File: config.mk
export PLATFORM = sky130hd
export DESIGN_NAME = msk_and_sched
export DESIGN_NICKNAME = d
export VERILOG_FILES = /design/src/rtl/msk_and_sched.sv
export SDC_FILE = /design/constraint.sdc
export NUM_CORES = 1
export LEC_CHECK = 0
export ABC_AREA = 1
export ABC_CLOCK_PERIOD_IN_PS = 2750
export BUFFER_PORTS_ARGS = -buffer_cell sky130_fd_sc_hd__buf_2
export CORE_MARGIN = 5
export CORE_UTILIZATION = 38
export CTS_CLUSTER_DIAMETER = 30
export DETAILED_ROUTE_END_ITERATION = 6
export PLACE_DENSITY = 0.83
export SLEW_MARGIN = 20
export SYNTH_ARGS = -nofsm -noshare
export SYNTH_HDL_FRONTEND = slang
export SYNTH_SLANG_ARGS = --single-unit
File: constraint.sdc
create_clock -name clk -period 2.75 [get_ports clk]
set_input_delay 0.1375 -clock clk [delete_from_list [all_inputs] [get_ports clk]]
set_output_delay 0.1375 -clock clk [all_outputs]
set_load 0.05 [all_outputs]
File: src/rtl/msk_and_sched.sv
// msk_and_sched: round-robin scheduler that time-shares one external pipelined
// masked AND gadget between NREQ requesters.
//
// Each cycle at most one requester is granted. Its operand sharings are muxed
// share-wise onto the gadget inputs, and one randomness word is consumed.
// The grant tag travels down a LAT-deep delay line alongside the gadget. When
// the tag emerges, a one-hot response pulse tells the requester that g_out is
// its result.
//
// Parameters: d (shares per bit), count (bits per operand), NREQ (2..8),
//             LAT (gadget latency, 1..4).
// Ports:
//   clk, rst           clock; synchronous active-high reset
//   req_valid/ready    per-requester handshake (ready is a one-hot grant)
//   req_ina/inb        operand sharings, requester i at slice i
//   rnd_valid/ready    gadget randomness handshake (ready == issue)
//   g_ina/g_inb        gadget operands (all-zero when not issuing)
//   g_out              gadget result, valid LAT cycles after issue
//   resp_valid         one-hot response pulse
//   resp_out           result sharing (wire from g_out)
//   flush              stop issuing and drain in-flight operations
//   busy               operation in flight, or still draining
// Optional feature: define MSK_SCHED_STATS_EN to add the stat_issue and
// stat_rndstall saturating counters.
module msk_and_sched #(
    parameter int unsigned d     = 2,
    parameter int unsigned count = 8,
    parameter int unsigned NREQ  = 4,
    parameter int unsigned LAT   = 2
) (
    input  logic                      clk,
    input  logic                      rst,
    input  logic [NREQ-1:0]           req_valid,
    output logic [NREQ-1:0]           req_ready,
    input  logic [NREQ*count*d-1:0]   req_ina,
    input  logic [NREQ*count*d-1:0]   req_inb,
    input  logic                      rnd_valid,
    output logic                      rnd_ready,
    output logic [count*d-1:0]        g_ina,
    output logic [count*d-1:0]        g_inb,
    input  logic [count*d-1:0]        g_out,
    output logic [NREQ-1:0]           resp_valid,
    output logic [count*d-1:0]        resp_out,
    input  logic                      flush,
    output logic                      busy
`ifdef MSK_SCHED_STATS_EN
    ,
    output logic [15:0]               stat_issue,
    output logic [15:0]               stat_rndstall
`endif
);

    localparam int unsigned W     = count * d;
    localparam int unsigned TAG_W = (NREQ > 1) ? $clog2(NREQ) : 1;

    typedef enum logic [1:0] {
        ST_RUN   = 2'd0,
        ST_DRAIN = 2'd1,
        ST_IDLE  = 2'd2
    } state_t;

    state_t           r_state;
    state_t           w_state_nxt;
    logic [TAG_W-1:0] r_ptr;
    logic [TAG_W-1:0] w_grant;
    logic             w_any_req;
    logic             w_issue;
    logic             w_pend_upstream;
    logic [LAT-1:0]   r_vld;
    logic [TAG_W-1:0] r_tag [LAT];

    // Requester index ofs positions after base, wrapping at NREQ.
    function automatic logic [TAG_W-1:0] rr_index(input logic [TAG_W-1:0] base,
                                                  input int unsigned ofs);
        int unsigned sum;
        sum = 32'(base) + ofs;
        if (sum >= NREQ) sum = sum - NREQ;
        return TAG_W'(sum);
    endfunction

    // Rotating-priority pick. The scan runs from the far end, so the
    // requester nearest to r_ptr is the last one written and wins.
    always_comb begin
        w_grant = r_ptr;
        for (int k = int'(NREQ) - 1; k >= 0; k--) begin
            if (req_valid[rr_index(r_ptr, unsigned'(k))]) begin
                w_grant = rr_index(r_ptr, unsigned'(k));
            end
        end
    end

    assign w_any_req = |req_valid;
    // flush blocks issue already in the cycle it is raised.
    assign w_issue   = (r_state == ST_RUN) && !flush && w_any_req && rnd_valid;
    assign rnd_ready = w_issue;

    always_comb begin
        req_ready = '0;
        if (w_issue) req_ready[w_grant] = 1'b1;
    end

    // Share-wise operand mux. Idle inputs are forced to zero so that sharings
    // of other requesters never toggle the gadget.
    assign g_ina = w_issue ? req_ina[32'(w_grant) * W +: W] : '0;
    assign g_inb = w_issue ? req_inb[32'(w_grant) * W +: W] : '0;

    // Round-robin pointer moves just past the requester that was served.
    always_ff @(posedge clk) begin
        if (rst) begin
            r_ptr <= '0;
        end else if (w_issue) begin
            r_ptr <= (w_grant == TAG_W'(NREQ - 1)) ? '0 : w_grant + TAG_W'(1);
        end
    end

    // Tag delay line that matches the gadget latency.
    always_ff @(posedge clk) begin
        if (rst) begin
            r_vld <= '0;
            for (int s = 0; s < int'(LAT); s++) r_tag[s] <= '0;
        end else begin
            r_vld[0] <= w_issue;
            r_tag[0] <= w_grant;
            for (int s = 1; s < int'(LAT); s++) begin
                r_vld[s] <= r_vld[s-1];
                r_tag[s] <= r_tag[s-1];
            end
        end
    end

    always_comb begin
        resp_valid = '0;
        if (r_vld[LAT-1]) resp_valid[r_tag[LAT-1]] = 1'b1;
    end

    assign resp_out = g_out;

    // Operations still behind the output stage. Once this is clear, the line
    // is empty after the current edge, because nothing issues while draining.
    assign w_pend_upstream = |(LAT'(r_vld << 1));

    always_ff @(posedge clk) begin
        if (rst) r_state <= ST_RUN;
        else     r_state <= w_state_nxt;
    end

    // Drain control: leave DRAIN in the cycle of the last response, so busy
    // falls on the following cycle.
    always_comb begin
        w_state_nxt = r_state;
        case (r_state)
            ST_RUN:   if (flush)            w_state_nxt = ST_DRAIN;
            ST_DRAIN: if (!w_pend_upstream) w_state_nxt = ST_IDLE;
            ST_IDLE:  if (!flush)           w_state_nxt = ST_RUN;
            default:                        w_state_nxt = ST_RUN;
        endcase
    end

    assign busy = ((r_state != ST_IDLE) && (|r_vld)) || (r_state == ST_DRAIN);

`ifdef MSK_SCHED_STATS_EN
    logic [15:0] r_stat_issue;
    logic [15:0] r_stat_rndstall;

    // Saturating issue count and randomness-starvation count.
    always_ff @(posedge clk) begin
        if (rst) begin
            r_stat_issue    <= '0;
            r_stat_rndstall <= '0;
        end else begin
            if (w_issue && (r_stat_issue != 16'hFFFF)) begin
                r_stat_issue <= r_stat_issue + 16'd1;
            end
            if ((r_state == ST_RUN) && w_any_req && !rnd_valid
                && (r_stat_rndstall != 16'hFFFF)) begin
                r_stat_rndstall <= r_stat_rndstall + 16'd1;
            end
        end
    end

    assign stat_issue    = r_stat_issue;
    assign stat_rndstall = r_stat_rndstall;
`endif

endmodule
# Word-level counts from Yosys, hierarchy flattened
# Memories as Yosys holds them, arrays and structs flattened.
# Cells that the tools add are included.
word_totals:
  reg_bits: 6
  ram_bits: 4
  inputBits: 152
  out_inout_bits: 58
  elab_cells: 81
  mem_count: 1
memory_table:
  columns: ["name", "depth", "width", "read_ports", "rd_ports_with_merged_regs", "wr", "line", "text"]
  rows:
  - ["r_tag", 2, 2, 2, 0, 2, "70", "logic [TAG_W-1:0] r_tag [LAT];"]
op_classes:
  n_addsub: 8
  order_cmp: 12
  eq_ne: 7
  shift: 2
  n_mux: 34
  n_bitwise: 2
  reduce_logical: 12
ops:
  columns: ["op", "n"]
  rows:
  - ["$shiftx A64 B7 Y16", 2]
  - ["$mux W16", 2]
  - ["$mux W2", 14]
  - ["$lt A2 B3 Y1 const B", 6]
  - ["$ge A3 B3 Y1 const B", 3]
  - ["$mux W1", 9]
  - ["$bmux W1 S2", 4]
  - ["$mux W4", 2]
  - ["$ne A2 B2 Y1 const B", 4]
  - ["$sub A2 B1 Y2 const B", 4]
  - ["$add A2 B2 Y3 const B", 2]
  - ["$logic_and A1 B1 Y1", 6]
  - ["$pmux W2 S3", 1]
  - ["$demux W1 S2", 2]
  - ["$eq A2 B2 Y1 const B", 2]
  - ["$ge A2 B1 Y1 const B", 2]
  - ["$reduce_or A4 Y1", 1]
  - ["$add A2 B1 Y3 const B", 1]
  - ["$ge A2 B3 Y1 const B", 1]
  - ["$reduce_and A3 Y1", 1]
  - ["$add A2 B1 Y2 const B", 1]
  - ["$eq A2 B1 Y1 const B", 1]
  - ["$logic_not A2 Y1", 1]
  - ["$or A1 B1 Y1", 2]
  - ["other kinds (3)", 3]

# Logic depth before layout (Yosys ltp)
# Gate-level depths: netlist of the first run.
depth:
  ltp_word: 14
  ltp_mapped: 17
  ltp_nobuf: 14

# Worst setup path before layout of the first run
# OpenSTA, ideal clock, no wires.
synth_timing:
  kind: "reg-to-output"
  start: "reg r_ptr[0]"
  end: "out req_ready[2]"
  arrival_ns: 2.216
  required_ns: 2.612
  slack_ns: 0.397
  stages_incl_launch_ff: 18
  path_buffers: 3
  cell_sequence: "dfxtp_1 buf_6 inv_4 nand2_1 nand2_1 nand2_1 nand2_1 inv_2 nand2_1 nand2_1 nand2_1 nand2_1 buf_4 buf_2 inv_1 ha_1 inv_1 nor2_1"
synth_via:
  elab_chain_len: 14
  word_cells_on_any_way: 33
  cone_classes: "add/sub: 7; order compare: 6; mux: 19; reduce/logical: 1"
synth_rtl:
  columns: ["item", "line", "text"]
  rows:
  - ["start, declared", "64", "logic [TAG_W-1:0] r_ptr;"]
  - ["start signal, assigned", "112", "r_ptr <= (w_grant == TAG_W'(NREQ - 1)) ? '0 : w_grant + TAG_W'(1);"]
  - ["$add A2 B2 Y3", "76", "sum = 32'(base) + ofs;"]
  - ["$ge A3 B3 Y1 or $sub A2 B1 Y2 (tied branches)", "77", "if (sum >= NREQ) sum = sum - NREQ;"]
  - ["$mux W2", "77", null]
  - ["$bmux W1 S2", "86", "if (req_valid[rr_index(r_ptr, unsigned'(k))]) begin"]
  - ["$mux W1 (implied by the code)", "86", null]
  - ["$mux W2 (3 in series)", "86", null]
  - ["$mux W2 (*)", "86", null]
  - ["via w_grant[1]", "65", "logic [TAG_W-1:0] w_grant;"]
  - ["$lt A2 B3 Y1 (implied by the code) or $ge A2 B1 Y1 (tied branches)", "99", "if (w_issue) req_ready[w_grant] = 1'b1;"]
  - ["$logic_and A1 B1 Y1 (implied by the code)", "99", null]
  - ["$mux W1 (implied by the code)", "99", null]
  - ["$demux W1 S2 (*)", "99", null]
  - ["$mux W4 (*)", "99", null]
  - ["end, declared", "34", "output logic [NREQ-1:0] req_ready,"]
# Mark *: on every way through the listed nets, which the timed path passes. The rest lies on a longest branch. The select of a mux whose other input is x is not followed.

# Worst setup path in the final report of the first run
layout_timing:
  start: "reg r_ptr[1]"
  end: "out g_inb[0]"
layout_via:
  elab_chain_len: 11
  word_cells_on_any_way: 29
  cone_classes: "add/sub: 7; order compare: 4; shift: 1; mux: 17"
layout_rtl:
  columns: ["item", "line", "text"]
  rows:
  - ["$add A2 B2 Y3", "76", null]
  - ["$ge A3 B3 Y1 or $sub A2 B1 Y2 (tied branches)", "77", null]
  - ["$mux W2", "77", null]
  - ["$bmux W1 S2", "86", null]
  - ["$mux W1 (implied by the code)", "86", null]
  - ["$mux W2 (3 in series)", "86", null]
  - ["$mux W2 (*)", "86", null]
  - ["$shiftx A64 B7 Y16 (*)", "105", "assign g_inb = w_issue ? req_inb[32'(w_grant) * W +: W] : '0;"]
  - ["$mux W16 (*)", "105", null]
  - ["end, declared", "40", "output logic [count*d-1:0] g_inb,"]
# Every way passes the cells marked *; elsewhere a longest branch is shown, timed or not. The select of a mux whose other input is x is not followed.

==> results of run 1 <==
==> final cells by class <==
class,instances,area share
Sequential cell,10,0.0669
Tap cell,72,0.0299
Inverter,25,0.0320
Multi-Input combinational cell,362,0.521
Clock buffer,4,0.0183
Timing Repair Buffer,185,0.332
==> synthesized netlist by cell type, drive strengths merged <==
library cell and n:
nor3 4, buf 43, clkbuf 6, dfxtp 10, nor4 1, a21oi 3, nand2 162, o31ai 2
o21ai 4, nand3 103, inv 25, nor2 78, a31oi 1, ha 4
==> metal layers <==
layer / up-vias / GRT usage
li1: 1668 / -
met1: 1472 / 0.219
met2: 169 / 0.407
met3: 17 / 0.0456
met4: 0 / 0.0708
met5: - / 0
==> flip-flops by register name, summed over array words and instances, names as in the netlist <==
name / count
r_vld: 2
r_ptr: 2
r_state: 2
r_tag: 4
==> repair_timing <==
action	4_1_cts	5_1_grt
hold endpoints to repair	0	0
hold buffers	0	0
resized for setup	0	4
endpoints found under the setup margin	0	35
==> worst max path at each step <==
stage | start | endpoint | slack, ns | cells after the start
floorplan | r_ptr[0] | req_ready[2] | 0.40 | 17
global placement | r_ptr[0] | g_inb[15] | 0.44 | 14
detailed placement | r_ptr[0] | g_inb[15] | 0.36 | 14
CTS | r_ptr[0] | g_inb[15] | 0.09 | 14
global route | r_ptr[1] | g_ina[13] | 0.03 | 16
finish | r_ptr[1] | g_inb[0] | 0.23 | 16
==> critical path: stages (launching register included) <==
cell and delay (ns):
dfxtp_1 0.45, inv_2 0.10, nand2_1 0.08, nand2_1 0.07
nand2_1 0.09, nand2_1 0.06, nand2_1 0.09, nand2_2 0.07
nand2_2 0.07, nand2_2 0.07, nand2_2 0.13, buf_12 0.21
nand2_1 0.07, nand3_1 0.07, nand2_1 0.05, nor2_1 0.14
buf_2 0.29
==> per-stage QoR <==
step                cells  power (mW)  area [um^2]
finish                658        1.44         3010
global route          658        1.58         3010
CTS                   657        1.41         2970
detailed placement    653        1.22         2920
global placement      653        1.20         2920
floorplan             446        1.08         2220
==> report_power, final <==
group | switching [mW] | internal, mW
Combinational | 0.717 | 0.369
Clock | 0.0570 | 0.126
Sequential | 0.0108 | 0.158
==> cells by family (layout without fill, tap and decap cells) <==
group,Yosys count,after routing,synth area share
AO/OA/AOI/OAI,10,10,0.0254
adder cells (fa/ha/maj),4,4,0.0225
buffers and inverters,74,214,0.205
flip-flops,10,10,0.0902
AND/OR/NAND/NOR,348,348,0.657
==> flow_summary_export.csv, run 1 <==
group,metric,value,unit
status,status,"completed",
timing,worst_slack,0.230,ns
floorplan,pin_count,210,
yosys,synth.top_cell.area_share,0.267,
layout,nFillCells,580,
setup_path,required,2.61,ns
hold_path,hold_end,"r_state[0]",
layout,final_common_cell,"buf_2",
floorplan,rows,27,
layout,area_delta_synth_final,35.6,%
route,drt-initial-drc-count,100,
timing,period_minus_slack,2.52,ns
route,drcViolationCount,0,
setup_path,worst_setup_path_end_kind,"output port",
route,ant_nets,0,
yosys,synth-seq-cells,10,
layout,layout_common_cells,"buf_2, nand2_1, nand3_1, nor2_1, inv_1",
route,routed_wirelength,8640,um
yosys,ys_seq_area_frac,0.0902,
layout,layout-drive-gt1-share,0.343,
power_and_ir_drop,leakagePower,1.87,nW
placed_design,gp_congestion,0.905,
timing,slew_headroom,0.746,
clock_tree,cts.sinks,10,
hold_path,hold_start,"flush",
floorplan,start_util,0.396,
clock_tree,cts_setup_buffers,0,
setup_path,path_max_fanout,34,
timing,finalCritPeriodShare,0.916,
hold_path,hold_path_depth,3,
flow_run,maxCapViolations,0,
floorplan,die_x,86.4,um
route,num_vias,3326,
timing,worst_pin_slew,0.381,ns
setup_path,worstReg2RegStart,"r_ptr[1]",
route,via_per_inst,5.05,
setup_path,cp-start-kind,"flip-flop",
route,met1Wirelength,3040,um
grt,antenna_found_initial,0,
placed_design,hpwlAfterDp,6590,um
setup_path,r2r_end,"r_ptr[1]",
timing,hold_ws,0.173,ns
route,wl_met2,4560,um
power_and_ir_drop,power_density,477,nW/um^2
yosys,syn-num-nets,602,
yosys,synthesis.area,2220,um^2
timing,rsz0062_at_grt,"no",
yosys,ys_types,22,
yosys,ys_top_cells_by_area,"nand2_1, nand3_1, nor2_1",
grt,grt_max_degree,69,
floorplan,die-area,7470,um^2
layout,final_nets,743,
route,dr.max_layer_used,"met4",
yosys,syn_avg_cell_area,4.98,um^2
clock_tree,cts_tree,"yes",
setup_path,crit_arrival,2.38,ns
yosys,synth_warnings,0,
clock_tree,clk_pin_slew,0.05,ns
clock_tree,cts-root-buf,"clkbuf_8",
setup_path,ff2ff_path_depth,15,
layout,multi_input_area,1570,um^2
yosys,synth_top_area_cell,"nand2_1",
layout,finish.utilization,0.537,
route,firstDrtPassIters,4,
route,wl_met3,832,um
yosys,synthCells,446,
layout,regArea,201,um^2
clock_tree,worstSkewPairLatency,0.24,ns
floorplan,die_y,86.4,um
timing,fmax,0.397,GHz
layout,diodes,0,
timing,maxSlewViolCount,0,
timing,setup_violations,0,
placed_design,place_ws,0.360,ns
route,post_drt_wl_per_cell,13.1,um
grt,grt_pass1_vias,3159,
setup_path,r2r_setup_slack,0.55,ns
timing,hold_violations,0,
clock_tree,htreeDepth,1,
setup_path,critical_path_class,"flip-flop to output port",
timing,clock_skew,0.00547,ns
hold_path,hold_class,"input port to flip-flop",
clock_tree,cts_buffers,3,
power_and_ir_drop,ir_drop,0.000275,V
placed_design,port_buffers,177,
floorplan,core,5610,um^2
grt,grt_pass1_wl,13200,um
clock_tree,clockBufferDepth,2,
timing,tns,0,ns
grt,grtUsageTotal,0.210,
grt,grt_overflow,0,
Note: power is estimated with default switching activity, not from simulation.
==> run 2, diff against run 1 <==
- ABC_AREA: 1 -> default
- CORE_MARGIN: 5 -> 8
- CORE_UTILIZATION: 38 -> 30
- PLACE_DENSITY: 0.83 -> 0.77
==> run 2 against run 1 <==
Effect of this change:
- sequential share of layout area increased by 1.4 points
- die area increased by 6.9%
- routed wire length decreased by 21%
- worst hold slack improved by 0.022 ns
- maximum frequency decreased by 2.4%
- non-clock buffer count decreased by 6
- highest routed layer unchanged
- worst setup slack got worse by 0.062 ns
- critical endpoint is now g_inb[6]
- largest cell class unchanged
- clock power decreased by 20%
- combinational power decreased by 51%
- register-to-register slack improved by 0.16 ns
- synthesized cell count decreased by 57%
==> flow_summary_export.csv, run 2 <==
group,metric,value,unit
clock_tree,worstSkewPairLatency,0.23,ns
timing,worst_pin_slew,0.709,ns
grt,grt_overflow,0,
timing,slew_headroom,0.527,
clock_tree,cts_buffers,3,
power_and_ir_drop,leakagePower,1.31,nW
status,status,"completed",
placed_design,port_buffers,177,
layout,regMostFlops,"r_tag",
layout,area_delta_synth_final,53.3,%
timing,rsz0062_at_grt,"no",
setup_path,crit_arrival,2.44,ns
clock_tree,clk_pin_slew,0.05,ns
setup_path,worst_setup_path_end_kind,"output port",
layout,diodes,0,
yosys,synth_warnings,0,
timing,clock_skew,0.00361,ns
yosys,synthesis.area,1620,um^2
clock_tree,cts.sinks,10,
placed_design,place_area,2430,um^2
layout,layout_common_cells,"buf_2, mux2i_1, o22ai_1, dfxtp_1, nor2_1",
clock_tree,htreeDepth,1,
grt,grt_pass1_vias,2104,
grt,antenna_found_initial,0,
yosys,ys_top_cells_by_area,"mux2i_1, dfxtp_1, o22ai_1",
grt,grtUsageTotal,0.151,
yosys,synthCells,191,
floorplan,die-area,7990,um^2
yosys,synth-seq-cells,10,
hold_path,hold_class,"input port to flip-flop",
timing,hold_violations,0,
yosys,synth_common_cells,"mux2i_1, o22ai_1, buf_4",
clock_tree,cts-root-buf,"clkbuf_8",
floorplan,core,5140,um^2
layout,largest_reg_flops,4,
route,firstDrtPassIters,4,
floorplan,rows,26,
route,drcViolationCount,0,
flow_run,maxCapViolations,0,
route,via_per_inst,4.85,
setup_path,required,2.61,ns
placed_design,hpwlAfterDp,5820,um
layout,layout-drive-gt1-share,0.551,
yosys,synth.most_common_cell,"mux2i_1",
power_and_ir_drop,power_density,339,nW/um^2
grt,grt_max_degree,34,
timing,finalCritPeriodShare,0.939,
route,routed_wirelength,6810,um
floorplan,start_util,0.314,
power_and_ir_drop,power,0.839,mW
yosys,ys_types,28,
yosys,synth-edff-count,0,
route,ant_nets,0,
grt,grt_pass1_wl,9730,um
yosys,synth_top_area_cell,"mux2i_1",
yosys,syn-num-nets,347,
yosys,synth.top_cell.area_share,0.403,
layout,finalNonFillerCells,413,
layout,stdcell_area,2480,um^2
floorplan,die_x,89.4,um
power_and_ir_drop,ir_drop,0.000172,V
clock_tree,cts_tree,"yes",
floorplan,pin_count,210,
placed_design,placed_cells,410,
layout,nFillCells,505,
setup_path,critical_path_class,"flip-flop to output port",
layout,final_nets,501,
floorplan,die_y,89.4,um
yosys,ys_seq_area_frac,0.124,
setup_path,path_max_fanout,32,
route,num_vias,2005,
layout,final_common_cell,"buf_2",
timing,tns,0,ns
placed_design,gp_congestion,0.799,
clock_tree,cts_hold_buf,0,
timing,maxSlewViolCount,0,
setup_path,cp-start-kind,"flip-flop",
timing,setup_violations,0,
timing,fmax,0.387,GHz
yosys,postSynth.asyncResetShare,0,
route,drt-initial-drc-count,44,
clock_tree,cts_resized,0,
clock_tree,clockBufferDepth,2,
yosys,syn_avg_cell_area,8.46,um^2
yosys,synth-main-ff-cell,"dfxtp_1",
timing,period_minus_slack,2.58,ns
clock_tree,cts_setup_buffers,0,
route,post_drt_wl_per_cell,16.5,um
-- run 2: cell types whose count changed after synthesis, moves of 5 or more --
cell,delta
nor2b_1,+7
nor2_1,-70
o22ai_1,+32
nand2_1,-156
inv_1,-17
mux2i_1,+65
nand3_1,-102
clkbuf_1,-5
buf_4,-12
-- run 2: cells by family after synthesis --
group                    share of synthesized area
adder cells (fa/ha/maj)                     0.0310
flip-flops                                   0.124
AO/OA/AOI/OAI                                0.180
AND/OR/NAND/NOR                              0.119
multiplexers                                 0.403
buffers and inverters                        0.143
-- run 2: final cells by class --
cell class                      instances  area (um^2)  share of cell area
Clock buffer                            3         41.3              0.0167
Inverter                                5         18.8             0.00758
Multi-Input combinational cell        146         1200               0.486
Sequential cell                        10          200              0.0808
Tap cell                               70         87.6              0.0354
Timing Repair Buffer                  179          926               0.374
-- run 2: report_power, final --
group | switching (mW) | leakage, nW | total, mW | internal (mW)
Sequential | 0.00747 | 0.0818 | 0.161 | 0.154
Combinational | 0.315 | 1.21 | 0.531 | 0.217
Clock | 0.0509 | 0.0216 | 0.146 | 0.0953
-- run 2: stage by stage --
| stage | utilization | hold slack [ns] | setup slack [ns] |
|---|---|---|---|
| 2_1_floorplan | - | 0.414 | 0.186 |
| 3_3_place_gp | 0.474 | 0.275 | 0.483 |
| 3_5_place_dp | 0.474 | 0.275 | 0.403 |
| 4_1_cts | 0.482 | 0.195 | 0.162 |
| 5_1_grt | 0.482 | 0.225 | 0.0453 |
| 6_report | 0.482 | 0.195 | 0.168 |
-- run 2: path summary, 6_finish.rpt --
check                endpoint  cells past startpoint        start  slack [ns]
hold / removal    r_tag[0][3]                      2          rst        0.20
hold reg to reg   r_tag[0][3]                      1  r_tag[0][1]        0.43
setup reg to reg     r_ptr[1]                      7     r_ptr[0]        0.71
setup / recovery     g_inb[6]                      5   r_state[1]        0.17
-- run 2: per-layer routing --
metal	vias up	share of wire	GRT usage
met3	4	0.087	0.0478
met2	100	0.55	0.292
met4	0	0.0072	0.0302
li1	1005	-	-
met5	-	0	0
met1	896	0.35	0.153
-- run 2: critical path, cell delays in order, from the launching register on --
cell	delay, ns
dfxtp_1	0.34
or4b_4	0.57
a21oi_4	0.26
nand2b_2	0.45
o22ai_1	0.28
buf_2	0.31
